[src/rtl/uart_pkg.sv]
// Shared types and helpers for the parametrised UART transceiver.
package uart_pkg;

  typedef enum logic [2:0] {
    TX_IDLE,
    TX_START,
    TX_DATA,
    TX_PARITY,
    TX_STOP
  } tx_state_t;

  typedef enum logic [2:0] {
    RX_IDLE,
    RX_START,
    RX_DATA,
    RX_PARITY,
    RX_STOP,
    RX_BREAK
  } rx_state_t;

  localparam logic [1:0] PAR_NONE = 2'b00;
  localparam logic [1:0] PAR_EVEN = 2'b01;
  localparam logic [1:0] PAR_ODD  = 2'b10;

  function automatic logic parity_en(input logic [1:0] mode);
    return (mode == PAR_EVEN) || (mode == PAR_ODD);
  endfunction

  // Data is zero-extended to 9 bits, which leaves the XOR reduction unchanged.
  function automatic logic parity_bit(input logic [8:0] data, input logic [1:0] mode);
    return (mode == PAR_ODD) ? ~^data : ^data;
  endfunction

endpackage

[src/rtl/uart_baud_tick.sv]
// Bit-period counter: ticks once every CLKS_PER_BIT cycles, loadable to a full or half period.
module uart_baud_tick #(
  parameter int CLKS_PER_BIT = 434
) (
  input  logic clk,
  input  logic reset,
  input  logic i_load,
  input  logic i_half,
  output logic o_tick
);

  localparam int CW = $clog2(CLKS_PER_BIT);
  localparam logic [CW-1:0] FULL_LOAD = CW'(CLKS_PER_BIT - 1);
  localparam logic [CW-1:0] HALF_LOAD = CW'(CLKS_PER_BIT / 2 - 1);

  logic [CW-1:0] r_cnt;

  always_ff @(posedge clk) begin
    if (!reset)              r_cnt <= FULL_LOAD;
    else if (i_load)         r_cnt <= i_half ? HALF_LOAD : FULL_LOAD;
    else if (r_cnt == '0)    r_cnt <= FULL_LOAD;
    else                     r_cnt <= r_cnt - 1'b1;
  end

  assign o_tick = (r_cnt == '0);

endmodule

[src/rtl/uart_transceiver.sv]
// Full-duplex UART with tx valid/ready handshake and synchronised mid-bit rx sampling.
// Optional internal loopback port enabled by defining UART_LOOPBACK_EN.
module uart_transceiver
  import uart_pkg::*;
#(
  parameter int DATA_BITS    = 8,
  parameter int CLKS_PER_BIT = 434,
  parameter int STOP_BITS    = 1,
  parameter int SYNC_STAGES  = 2
) (
  input  logic                 clk,
  input  logic                 reset,
  input  logic [1:0]           i_parity_mode,
  input  logic [DATA_BITS-1:0] i_tx_data,
  input  logic                 i_tx_valid,
  output logic                 o_tx_ready,
  output logic                 o_tx,
  input  logic                 i_rx,
`ifdef UART_LOOPBACK_EN
  input  logic                 i_loopback,
`endif
  output logic [DATA_BITS-1:0] o_rx_data,
  output logic                 o_rx_valid,
  output logic                 o_rx_parity_err,
  output logic                 o_rx_frame_err
);

  if (CLKS_PER_BIT < 4)                 begin : g_bad_clks  $error("CLKS_PER_BIT must be >= 4"); end
  if (DATA_BITS < 5 || DATA_BITS > 9)   begin : g_bad_data  $error("DATA_BITS must be 5..9"); end
  if (STOP_BITS < 1 || STOP_BITS > 2)   begin : g_bad_stop  $error("STOP_BITS must be 1 or 2"); end
  if (SYNC_STAGES < 2)                  begin : g_bad_sync  $error("SYNC_STAGES must be >= 2"); end

  // ---------------- transmit path ----------------
  tx_state_t            r_tx_state, w_tx_state_nxt;
  logic [DATA_BITS-1:0] r_tx_shift;
  logic [3:0]           r_tx_bit_cnt;
  logic [1:0]           r_tx_stop_cnt;
  logic                 r_tx_par_en, r_tx_par_bit, r_tx;
  logic                 w_tx_tick, w_tx_last_stop, w_tx_ready, w_tx_hs, w_tx_line_nxt;

  uart_baud_tick #(.CLKS_PER_BIT(CLKS_PER_BIT)) u_tx_baud (
    .clk(clk), .reset(reset), .i_load(w_tx_hs), .i_half(1'b0), .o_tick(w_tx_tick)
  );

  assign w_tx_last_stop = (r_tx_state == TX_STOP) && w_tx_tick &&
                          (r_tx_stop_cnt == 2'(STOP_BITS - 1));
  assign w_tx_ready     = (r_tx_state == TX_IDLE) || w_tx_last_stop;
  assign w_tx_hs        = i_tx_valid && w_tx_ready;
  assign o_tx_ready     = w_tx_ready;

  always_ff @(posedge clk) begin
    if (!reset) r_tx_state <= TX_IDLE;
    else        r_tx_state <= w_tx_state_nxt;
  end

  // The line is registered from the next state so tx never glitches on state decode.
  always_comb begin
    w_tx_state_nxt = r_tx_state;
    w_tx_line_nxt  = 1'b1;
    unique case (r_tx_state)
      TX_IDLE:   if (w_tx_hs) w_tx_state_nxt = TX_START;
      TX_START:  if (w_tx_tick) w_tx_state_nxt = TX_DATA;
      TX_DATA:   if (w_tx_tick && r_tx_bit_cnt == 4'(DATA_BITS - 1))
                   w_tx_state_nxt = r_tx_par_en ? TX_PARITY : TX_STOP;
      TX_PARITY: if (w_tx_tick) w_tx_state_nxt = TX_STOP;
      TX_STOP:   if (w_tx_last_stop) w_tx_state_nxt = w_tx_hs ? TX_START : TX_IDLE;
      default:   w_tx_state_nxt = TX_IDLE;
    endcase
    unique case (w_tx_state_nxt)
      TX_START:  w_tx_line_nxt = 1'b0;
      TX_DATA:   w_tx_line_nxt = (r_tx_state == TX_DATA && w_tx_tick) ? r_tx_shift[1] : r_tx_shift[0];
      TX_PARITY: w_tx_line_nxt = r_tx_par_bit;
      default:   w_tx_line_nxt = 1'b1;
    endcase
  end

  always_ff @(posedge clk) begin
    if (!reset) begin
      r_tx          <= 1'b1;
      r_tx_shift    <= '0;
      r_tx_bit_cnt  <= '0;
      r_tx_stop_cnt <= '0;
      r_tx_par_en   <= 1'b0;
      r_tx_par_bit  <= 1'b0;
    end else begin
      r_tx <= w_tx_line_nxt;
      if (w_tx_hs) begin
        r_tx_shift   <= i_tx_data;
        r_tx_par_en  <= parity_en(i_parity_mode);
        r_tx_par_bit <= parity_bit(9'(i_tx_data), i_parity_mode);
      end else if (r_tx_state == TX_DATA && w_tx_tick) begin
        r_tx_shift <= r_tx_shift >> 1;
      end
      r_tx_bit_cnt  <= (r_tx_state == TX_DATA) ? r_tx_bit_cnt + (w_tx_tick ? 4'd1 : 4'd0) : '0;
      r_tx_stop_cnt <= (r_tx_state == TX_STOP) ? r_tx_stop_cnt + (w_tx_tick ? 2'd1 : 2'd0) : '0;
    end
  end

  // ---------------- receive path ----------------
  rx_state_t            r_rx_state, w_rx_state_nxt;
  logic [SYNC_STAGES-1:0] r_sync;
  logic                 r_rx_prev, r_rx_par_en, r_rx_perr_pend;
  logic [1:0]           r_rx_mode;
  logic [3:0]           r_rx_bit_cnt;
  logic [DATA_BITS-1:0] r_rx_shift, r_rx_data;
  logic                 r_rx_valid, r_rx_parity_err, r_rx_frame_err;
  logic                 w_rx_src, w_rx_s, w_rx_fall, w_rx_tick, w_rx_load;

`ifdef UART_LOOPBACK_EN
  assign w_rx_src = i_loopback ? r_tx : i_rx;
  assign o_tx     = i_loopback ? 1'b1 : r_tx;
`else
  assign w_rx_src = i_rx;
  assign o_tx     = r_tx;
`endif

  assign w_rx_s    = r_sync[SYNC_STAGES-1];
  assign w_rx_fall = r_rx_prev && !w_rx_s;

  uart_baud_tick #(.CLKS_PER_BIT(CLKS_PER_BIT)) u_rx_baud (
    .clk(clk), .reset(reset), .i_load(w_rx_load), .i_half(1'b1), .o_tick(w_rx_tick)
  );

  always_ff @(posedge clk) begin
    if (!reset) r_rx_state <= RX_IDLE;
    else        r_rx_state <= w_rx_state_nxt;
  end

  always_comb begin
    w_rx_state_nxt = r_rx_state;
    w_rx_load      = 1'b0;
    unique case (r_rx_state)
      RX_IDLE:   if (w_rx_fall) begin
                   w_rx_state_nxt = RX_START;
                   w_rx_load      = 1'b1;
                 end
      RX_START:  if (w_rx_tick) w_rx_state_nxt = w_rx_s ? RX_IDLE : RX_DATA;
      RX_DATA:   if (w_rx_tick && r_rx_bit_cnt == 4'(DATA_BITS - 1))
                   w_rx_state_nxt = r_rx_par_en ? RX_PARITY : RX_STOP;
      RX_PARITY: if (w_rx_tick) w_rx_state_nxt = RX_STOP;
      RX_STOP:   if (w_rx_tick) w_rx_state_nxt = w_rx_s ? RX_IDLE : RX_BREAK;
      RX_BREAK:  if (w_rx_s) w_rx_state_nxt = RX_IDLE;
      default:   w_rx_state_nxt = RX_IDLE;
    endcase
  end

  always_ff @(posedge clk) begin
    if (!reset) begin
      r_sync          <= '1;
      r_rx_prev       <= 1'b1;
      r_rx_mode       <= PAR_NONE;
      r_rx_par_en     <= 1'b0;
      r_rx_perr_pend  <= 1'b0;
      r_rx_bit_cnt    <= '0;
      r_rx_shift      <= '0;
      r_rx_data       <= '0;
      r_rx_valid      <= 1'b0;
      r_rx_parity_err <= 1'b0;
      r_rx_frame_err  <= 1'b0;
    end else begin
      r_sync     <= {r_sync[SYNC_STAGES-2:0], w_rx_src};
      r_rx_prev  <= w_rx_s;
      r_rx_valid <= 1'b0;
      if (r_rx_state == RX_IDLE && w_rx_fall) begin
        r_rx_mode      <= i_parity_mode;
        r_rx_par_en    <= parity_en(i_parity_mode);
        r_rx_perr_pend <= 1'b0;
      end
      r_rx_bit_cnt <= (r_rx_state == RX_DATA) ? r_rx_bit_cnt + (w_rx_tick ? 4'd1 : 4'd0) : '0;
      if (w_rx_tick) begin
        unique case (r_rx_state)
          RX_DATA:   r_rx_shift <= {w_rx_s, r_rx_shift[DATA_BITS-1:1]};
          RX_PARITY: r_rx_perr_pend <= (w_rx_s != parity_bit(9'(r_rx_shift), r_rx_mode));
          RX_STOP: begin
            r_rx_valid      <= 1'b1;
            r_rx_data       <= r_rx_shift;
            r_rx_parity_err <= r_rx_par_en && r_rx_perr_pend;
            r_rx_frame_err  <= !w_rx_s;
          end
          default: ;
        endcase
      end
    end
  end

  assign o_rx_data       = r_rx_data;
  assign o_rx_valid      = r_rx_valid;
  assign o_rx_parity_err = r_rx_parity_err;
  assign o_rx_frame_err  = r_rx_frame_err;

endmodule

[config.mk]
export PLATFORM = sky130hd
export DESIGN_NAME = uart_transceiver
export DESIGN_NICKNAME = d
export VERILOG_FILES = /design/src/rtl/uart_pkg.sv /design/src/rtl/uart_baud_tick.sv /design/src/rtl/uart_transceiver.sv
export SDC_FILE = /design/constraint.sdc
export NUM_CORES = 1
export LEC_CHECK = 0
export ABC_AREA = 1
export BUFFER_PORTS_ARGS = -buffer_cell sky130_fd_sc_hd__buf_2
export CORE_MARGIN = 2
export CORE_UTILIZATION = 45
export CTS_BUF_LIST = sky130_fd_sc_hd__clkbuf_4
export DETAILED_ROUTE_END_ITERATION = 7
export MAX_ROUTING_LAYER = met4
export PLACE_DENSITY = 0.63
export SYNTH_ARGS = -nofsm -noshare
export SYNTH_HDL_FRONTEND = slang
export SYNTH_SLANG_ARGS = --single-unit
[constraint.sdc]
create_clock -name clk -period 3 [get_ports clk]
set_clock_uncertainty 0.05 [all_clocks]
set_input_delay 0.15 -clock clk [delete_from_list [all_inputs] [get_ports clk]]
set_output_delay 0.15 -clock clk [all_outputs]
set_load 0.02 [all_outputs]
# == Yosys cells after proc, flatten, opt, wreduce, memory -nomap -nowiden ==
# Cells that the tools add are included.
# totals
reg_bits,71
inputBits,14
output_inout_bits,13
wordCells,118
# op_classes
n_addsub,5
n_eq_ne,24
muxes,35
n_bitwise,1
reduce_logical,31
# ops
operator,n
3-bit 2-to-1 mux,14
"3-bit by 2-bit == test with 1-bit output, second input constant",6
9-bit logical NOT,2
9-bit 2-to-1 mux,2
3-bit case mux with 6 select lines,1
9-bit XNOR reduction,2
9-bit XOR reduction,2
"9-bit by 1-bit subtractor with 9-bit output, second input constant",2
8-bit 2-to-1 mux,2
3-bit case mux with 5 select lines,1
1-bit 2-to-1 mux,13
"2-bit inequality test, second input constant",6
2-bit AND reduction,6
"3-bit by 1-bit == test with 1-bit output, second input constant",3
"3-bit == test, second input constant",3
1-bit logical AND,9
4-bit by 1-bit adder with 4-bit output,2
"4-bit by 3-bit == test with 1-bit output, second input constant",2
3-bit logical NOT,2
6-bit AND reduction,1
3-bit OR reduction,2
"2-bit == test, second input constant",2
1-bit case mux with 3 select lines,1
2-bit by 1-bit adder with 2-bit output,1
8 further kinds,9

# == Depth between registers and ports, before layout ==
# Gate-level depths: netlist (run 1).
# depth
depth_word,10
mapped_depth,13
mapped_depth_nobuf,13

# == Hierarchy ==
# From an unflattened synthesis (run 1), not the netlist that was laid out.
# hier_totals
cells_unflattened,499
area_unflattened_um2,3524.6
# by_module_without_submodules
module,n_inst,cells_per_inst,area_each_um2,seq_area_each_um2
uart_transceiver,1,363,2583.7,1061.0
uart_baud_tick,2,68,470.5,180.2

# == Worst setup path after synthesis (run 1) ==
# OpenSTA, ideal clock, no wires.
# synth_timing
kind,reg2reg
start,register u_rx_baud.r_cnt[0]
end,register r_rx_bit_cnt[2]
setup_time_ns,0.116
t_arrival_ns,1.578
t_required_ns,2.834
setup_slack_ns,1.256
path_stages_with_launch,12
n_path_buf,1
synth_period_minus_slack_ns,1.744
path_cell_list,dfxtp_1 > inv_1 > ha_1 > nand2_1 > nor2_2 > nand2_2 > nor3_4 > buf_4 > ha_1 > ha_1 > xnor2_1 > nor2_1
# synth_between
elab_chain_cells,3
# synth_rtl
item,line_no,text
from (decl),uart_baud_tick.sv:16,logic [CW-1:0] r_cnt;
from (signal assigned),uart_baud_tick.sv:20,else if (i_load) r_cnt <= i_half ? HALF_LOAD : FULL_LOAD;
from (signal assigned),uart_baud_tick.sv:22,else r_cnt <= r_cnt - 1'b1;
9-bit logical NOT,uart_baud_tick.sv:25,assign o_tick = (r_cnt == '0);
1-bit 2-to-1 mux,uart_transceiver.sv:169,r_rx_bit_cnt <= (r_rx_state == RX_DATA) ? r_rx_bit_cnt + (w_rx_tick ? 4'd1 : 4'd0) : '0;
4-bit by 1-bit adder with 4-bit output,uart_transceiver.sv:169,
to (signal assigned),uart_transceiver.sv:169,
to (decl),uart_transceiver.sv:104,logic [3:0] r_rx_bit_cnt;
# No other way between the ends.
# A chain may end at the register's enable or synchronous reset.

# == Final worst setup path (run 1) ==
# layout_timing
start,register u_rx_baud.r_cnt[0]
end,"register r_rx_data[2], in the netlist o_rx_data[2]"
# layout_between
elab_chain_cells,2
# layout_rtl
item,line_no,text
9-bit logical NOT,uart_baud_tick.sv:25,
2-bit AND reduction (no source line),-,
to (signal assigned),uart_transceiver.sv:176,r_rx_data <= r_rx_shift;
to (decl),uart_transceiver.sv:105,"logic [DATA_BITS-1:0] r_rx_shift, r_rx_data;"
# No other way between the ends.

==> results.yml, run 1 <==
pwr:
  power_frac_clock_pct: 29.1
  power_frac_comb_pct: 20.4
  internal_power_uw: 1410
  powerDensity_nw_per_um2: 546
  leakage_uw: 0.00167
  p_seq_share_pct: 50.5
  switchingPower_uw: 675
  netSwitchingFraction_pct: 32.3
  max-vdd-ir-drop_uv: 262
floorplanning:
  row_count: 31
  ios: 27
  core_sq_um: 7250
  die_area_sq_um: 8210
  die_w_microns: 90.6
  start_util_pct: 46.6
  die_h_microns: 90.6
critical_path:
  crit_path_cell_trace: "inv_1, ha_1, nand2_1, nor2_2, nand2_2, nor3_4, nand2_1, inv_2, nand2_1, a21oi_1"
  max_stage_delay_ps: 430
  regToRegSetupSlack_ps: 700
  worstPathMaxFanout: 13
  path_common_cell: "nand2_1"
  worst_ep_arrival_time_ps: 2600
  r2r-end: "o_rx_data[2]"
  critPathLaunchType: "flip-flop"
  reg2reg_depth: 10
  r2r_start: "u_rx_baud.r_cnt[0]"
  cp-end-kind: "flip-flop"
  cp_slowest_cell: "nand2_1"
  worst-path-buf-inv: 2
  worstPathRequired_ps: 3300
  path_class: "flip-flop to flip-flop"
  critPathTopFamily: "simple AND/OR/NAND/NOR gates"
placed_design:
  place_inst: 583
  hpwl_mm: 4.53
  place_area_sq_um: 3600
  io_buffers: 26
  gp_congestion: 0.820
  place_ws_ps: 727
global_route:
  grt_pass1_vias: 2671
  met2_usage_pct: 26.4
  antenna_found_initial: 0
  grt_pass1_wl_mm: 11.6
  grt_usage_pct: 17.5
  grt_busiest_layer: "met2"
  grt_use_met3_pct: 3.26
  grt.overflow.total: 0
  grt_max_degree: 34
  grt_use_met1_pct: 23.1
clock_network:
  clock_sinks: 71
  cts_tree: "done"
  cts_buffer_depth: 2
  clk_latency_ps: 420
  clockRootBuffer: "clkbuf_4"
  cts.clk_slew.worst_paths_ps: 120
  ctsHtreeMaxLevel: 3
  numCtsBuffers: 9
layout:
  fill_cells: 741
  stdcell_count: 607
  drive_gt1_share_pct: 14.0
  final_cell_area_sq_um: 3820
  nets: 526
  antenna_cells: 0
  multi_input_area_sq_um: 1700
  syn_to_final_growth_pct: 13.2
  seqCellArea_sq_um: 1420
worst_hold_path:
  holdCritPathClass: "input pin to flip-flop"
  hp-start: "i_tx_data[5]"
  hold_depth: 3
  worstHoldEndpoint: "r_tx_shift[5]"
flow_run:
  maxCapViolations: 0
detailed_routing:
  routed_wl_mm: 6.37
  wl_per_cell_microns: 10.5
  first_iter_violations: 140
  drc: 0
  drtAntennaViolNets: 0
  vias: 2866
  firstDrtPassIters: 4
  routed_via_density: 4.72
synth:
  synth_area_sq_um: 3380
  synth_seq_cells: 71
  synth_fp_nets: 487
  ys_warn_count: 0
  syn-instance-count: 464
  avgSynthCellArea_sq_um: 7.28
  ys_types: 34
  synth-seq-area-share_pct: 42.1
outcome:
  status: "finished clean"
sta:
  post-route-period-util_pct: 76.5
  timing.fmax_mhz: 436
  min_period_ps: 2300
  relSlewSlack_pct: 67.9
  setup_viol: 0
  hold_viol: 0
  tightest_slew_ps: 480
  tns_ps: 0
  finalMaxSlewViolations: 0
  fin_ws_ps: 704
  rsz0062_at_grt: "false"
worst min-delay path, stage by stage:
cell,delay (ps)
buf_2,100
a31oi_1,100
a21oi_1,110
metrics by stage:
| stage | power [uW] | hold WS (ps) | util, % |
|---|---|---|---|
| 2_1_floorplan | 1400 | 207 | - |
| 3_3_place_gp | 1480 | 288 | 49.7 |
| 3_5_place_dp | 1490 | 290 | 49.7 |
| 4_1_cts | 2110 | 4.69 | 52.7 |
| 5_1_grt | 2230 | 31.8 | 52.7 |
| 6_report | 2090 | 22.3 | 52.7 |
worst max-delay path by stage:
stage	slack (ps)	endpoint	cells past startpoint	startpoint
floorplan	1260	r_rx_bit_cnt[2]	11	u_rx_baud.r_cnt[0]
global placement	840	o_rx_data[5]	10	u_rx_baud.r_cnt[0]
detailed placement	730	o_rx_data[2]	10	u_rx_baud.r_cnt[0]
CTS	650	o_rx_data[2]	10	u_rx_baud.r_cnt[0]
global route	390	o_rx_data[1]	10	u_rx_baud.r_cnt[0]
finish	700	o_rx_data[2]	10	u_rx_baud.r_cnt[0]
Yosys cell counts:
master | number | area share, %
clkinv_1 | 1 | 0.11
nor3_1 | 2 | 0.30
nand3_2 | 2 | 0.59
ha_1 | 9 | 3.3
o21ai_1 | 2 | 0.30
buf_4 | 1 | 0.22
clkbuf_1 | 4 | 0.44
or2_1 | 1 | 0.19
inv_1 | 48 | 5.3
nor2_2 | 2 | 0.37
nand2_1 | 109 | 12
xor2_1 | 8 | 2.1
nor3b_1 | 1 | 0.22
nand2b_1 | 1 | 0.19
buf_2 | 3 | 0.44
nand3_1 | 41 | 6.1
nand2_2 | 5 | 0.93
nand2_4 | 2 | 0.67
or2_2 | 6 | 1.1
o21ai_0 | 15 | 2.2
o211ai_1 | 3 | 0.67
xnor2_1 | 12 | 3.1
nor2_4 | 1 | 0.33
nand4_1 | 2 | 0.37
o21ai_2 | 1 | 0.26
nor3_4 | 3 | 1.4
nor2_1 | 56 | 6.2
a21oi_1 | 37 | 5.5
a31oi_1 | 4 | 0.74
a32oi_1 | 1 | 0.26
buf_6 | 1 | 0.33
inv_2 | 5 | 0.56
dfxtp_1 | 71 | 42
nand3b_1 | 4 | 0.89
sequential cells by signal, summed over array words and instances, names as in the netlist, 2 cells and up:
| register | flops |
|---|---|
| r_tx_stop_cnt | 2 |
| r_sync | 2 |
| r_rx_mode | 2 |
| u_rx_baud.r_cnt | 9 |
| o_rx_data | 8 |
| u_tx_baud.r_cnt | 9 |
| r_rx_shift | 8 |
| r_tx_bit_cnt | 4 |
| r_rx_bit_cnt | 4 |
| r_tx_shift | 8 |
| r_rx_state | 3 |
| r_tx_state | 3 |
power groups by stage:
stage / clock [uW] / sequential (uW) / combinational, uW
final: 609 / 1050 / 426
after global routing: 668 / 1060 / 500
after CTS: 626 / 1050 / 426
after detailed placement: 0 / 1080 / 415
after global placement: 0 / 1070 / 409
after floorplan: 0 / 1070 / 334
cells in the final DEF (no fill, tap or decap), types with 9 or more instances in the layout:
cell,netlist,final
buf_2,3,26
a21oi_1,37,37
o21ai_0,15,15
nand2_1,109,109
clkbuf_4,0,9
dfxtp_1,71,71
nor2_1,56,56
xnor2_1,12,12
ha_1,9,9
nand3_1,41,41
inv_1,48,48
what timing repair did:
action	in CTS	in global routing
endpoints found under the hold margin	8	0
resized for setup	0	0
hold buffers	8	0
setup buffers	0	0
area by class of cell:
cell class | instances | area share [%]
timing repair buffer | 37 | 6.09
sequential | 71 | 37.2
inverter | 54 | 5.30
tap | 99 | 3.24
clock buffer | 9 | 1.77
multi-input combinational | 330 | 44.6
clock inverter | 7 | 1.87
kinds of logic (layout without fill, tap and decap cells):
family | after synthesis | in the layout | share of synthesized area, %
AO/OA/AOI/OAI | 63 | 63 | 9.93
AND/OR/NAND/NOR | 238 | 238 | 32.0
flip-flops | 71 | 71 | 42.1
buffers and inverters | 63 | 107 | 7.45
adder cells (fa/ha/maj) | 9 | 9 | 3.33
XOR/XNOR | 20 | 20 | 5.19
per-layer routing:
layer  vias up  part of all wire, %
met4         0                  2.0
li1       1566                    -
met2        40                   42
met3        12                  3.0
met5         -                    0
met1      1248                   53
No activity file was read; power rests on OpenSTA's default activity.
==> inputs of run 2 (changes only) <==
==> constraint.sdc (replaced) <==
create_clock -name clk -period 2.3 [get_ports clk]
set_clock_uncertainty 0.05 [all_clocks]
set_input_delay 0.115 -clock clk [delete_from_list [all_inputs] [get_ports clk]]
set_output_delay 0.115 -clock clk [all_outputs]
set_load 0.02 [all_outputs]
==> run 2 against run 1 <==
Clock-buffer cell count grew 2; wire length shrank 0.67%; worst hold slack lost 3.6 ps; final cell count grew 0.49%; core utilization grew 0.40 points; sequential power grew 31%; via count grew 0.91%; register-to-register slack lost 500 ps; clock power grew 24%; fmax grew 9.5%; first-iteration DRC count shrank 50%; combinational power grew 31%.
==> results.yml, run 2 (synthesis gave the netlist of run 1 again) <==
placed_design:
  hpwl_mm: 4.64
  gp_congestion: 0.797
  io_buffers: 26
clock_network:
  cts-resized-gates: 0
  cts_tree: "done"
  clock_sinks: 71
  postCtsSetupRepairBufs: 0
  ctsHtreeMaxLevel: 3
  numCtsBuffers: 9
  clockRootBuffer: "clkbuf_4"
  cts_buffer_depth: 2
  cts.clk_slew.worst_paths_ps: 120
  clk_latency_ps: 390
critical_path:
  crit_path_cell_trace: "inv_1, ha_1, inv_1, nor2_1, nand2_1, nor2_4, nand2_2, nand2_4, nand3_1, dlygate4sd3_1, a31oi_1"
  critPathLaunchType: "flip-flop"
  r2r-end: "r_tx_shift[1]"
  path_class: "flip-flop to flip-flop"
  cp_slowest_cell: "dlygate4sd3_1"
  worstPathMaxFanout: 8
  worstPathRequired_ps: 2580
  regToRegSetupSlack_ps: 200
  path_common_cell: "inv_1"
  worst_ep_arrival_time_ps: 2380
  reg2reg_depth: 11
  cp-end-kind: "flip-flop"
  max_stage_delay_ps: 550
  r2r_start: "u_tx_baud.r_cnt[0]"
floorplanning:
  row_count: 31
  start_util_pct: 46.6
  die_w_microns: 90.6
  core_sq_um: 7250
  die_area_sq_um: 8210
  die_h_microns: 90.6
  ios: 27
pwr:
  power_frac_clock_pct: 28.0
  power_frac_comb_pct: 20.7
  internal_power_uw: 1860
  max-vdd-ir-drop_uv: 395
  powerDensity_nw_per_um2: 697
  total_power_uw: 2690
  netSwitchingFraction_pct: 30.6
  leakage_uw: 0.00169
  switchingPower_uw: 823
  p_seq_share_pct: 51.3
sta:
  setup_viol: 0
  relSlewSlack_pct: 69.5
  tns_ps: 0
  timing.fmax_mhz: 477
  rsz0062_at_grt: "false"
  post-route-period-util_pct: 91.1
  tightest_slew_ps: 456
  min_period_ps: 2100
  hold_viol: 0
  finalMaxSlewViolations: 0
global_route:
  grt.overflow.total: 0
  grt_pass1_vias: 2836
  antenna_found_initial: 0
  grt_pass1_wl_mm: 11.6
  grt_usage_pct: 17.5
  grt_max_degree: 34
layout:
  antenna_cells: 0
  drive_gt1_share_pct: 14.1
  syn_to_final_growth_pct: 14.1
  mostFrequentLayoutCells: "nand2_1 (109), dfxtp_1 (71), nor2_1 (56), inv_1 (48), nand3_1 (41)"
  reg_top3: "u_rx_baud.r_cnt (9), u_tx_baud.r_cnt (9)"
  seqCellArea_sq_um: 1420
  multi_input_area_sq_um: 1700
  fill_cells: 744
  nets: 530
  final_common_cell: "nand2_1"
flow_run:
  maxCapViolations: 0
detailed_routing:
  firstDrtPassIters: 4
  drtAntennaViolNets: 0
  wl_per_cell_microns: 10.4
  drc: 0
  routed_wl_mm: 6.33
  first_iter_violations: 70
  vias: 2892
  routed_via_density: 4.74
worst_hold_path:
  worstHoldEndpoint: "r_tx_shift[0]"
  holdCritPathClass: "input pin to flip-flop"
  hp-start: "i_tx_data[0]"
  hold_depth: 3
outcome:
  status: "finished clean"
[run 2: worst max-delay path, delay by kind of cell (launching register included)]
kind,cells,cell delay [ps]
compound gates,1,150
fa+ha+maj,1,180
buf+inv,3,680
flops,1,330
simple gates,6,650
[run 2: routing by layer]
| layer | wire length, microns | track usage [%] |
|---|---|---|
| met5 | 0 | - |
| met4 | 67 | 5.51 |
| met3 | 133 | 4.26 |
| met2 | 2860 | 28.6 |
| met1 | 3270 | 21.4 |
[run 2: worst max path at each step]
stage                       start               to  slack [ps]  cells past startpoint
2_1_floorplan  u_rx_baud.r_cnt[0]  r_rx_bit_cnt[2]         560                     11
3_3_place_gp   u_rx_baud.r_cnt[0]  r_rx_bit_cnt[2]         460                     11
3_5_place_dp   u_rx_baud.r_cnt[0]  r_rx_bit_cnt[2]         390                     11
4_1_cts        u_tx_baud.r_cnt[0]    r_tx_shift[1]         190                     11
5_1_grt        u_tx_baud.r_cnt[0]    r_tx_shift[1]           5                     11
6_report       u_tx_baud.r_cnt[0]    r_tx_shift[1]         200                     11
[run 2: layout make-up]
cell class | instances | area share [%]
Multi-Input combinational cell | 330 | 44.2
Timing Repair Buffer | 41 | 7.02
Clock inverter | 4 | 1.23
Sequential cell | 71 | 36.9
Clock buffer | 11 | 2.14
Inverter | 54 | 5.26
Tap cell | 99 | 3.22
[run 2: repair_timing]
item                                    4_1_cts  5_1_grt
endpoints found under the setup margin        0        0
hold buffers                                 11        0
endpoints found under the hold margin        11        0
[run 2: per-stage QoR]
stage | std cells | hold slack, ps | worst slack, ps | utilization (%) | area, sq um
3_5_place_dp | 584 | 256 | 395 | 49.8 | 3610
6_report | 610 | 18.6 | 204 | 53.1 | 3850
4_1_cts | 610 | 7.77 | 185 | 53.1 | 3850
5_1_grt | 610 | 17.6 | 4.54 | 53.1 | 3850
3_3_place_gp | 584 | 255 | 464 | 49.8 | 3610
2_1_floorplan | 464 | 172 | 556 | - | 3380
[run 2: power groups by stage]
stage | registers (uW) | clock network [uW] | logic, uW
after floorplan | 1390 | 0 | 435
after global placement | 1400 | 0 | 536
after detailed placement | 1400 | 0 | 539
after CTS | 1380 | 787 | 557
after global routing | 1390 | 845 | 658
final | 1380 | 753 | 556
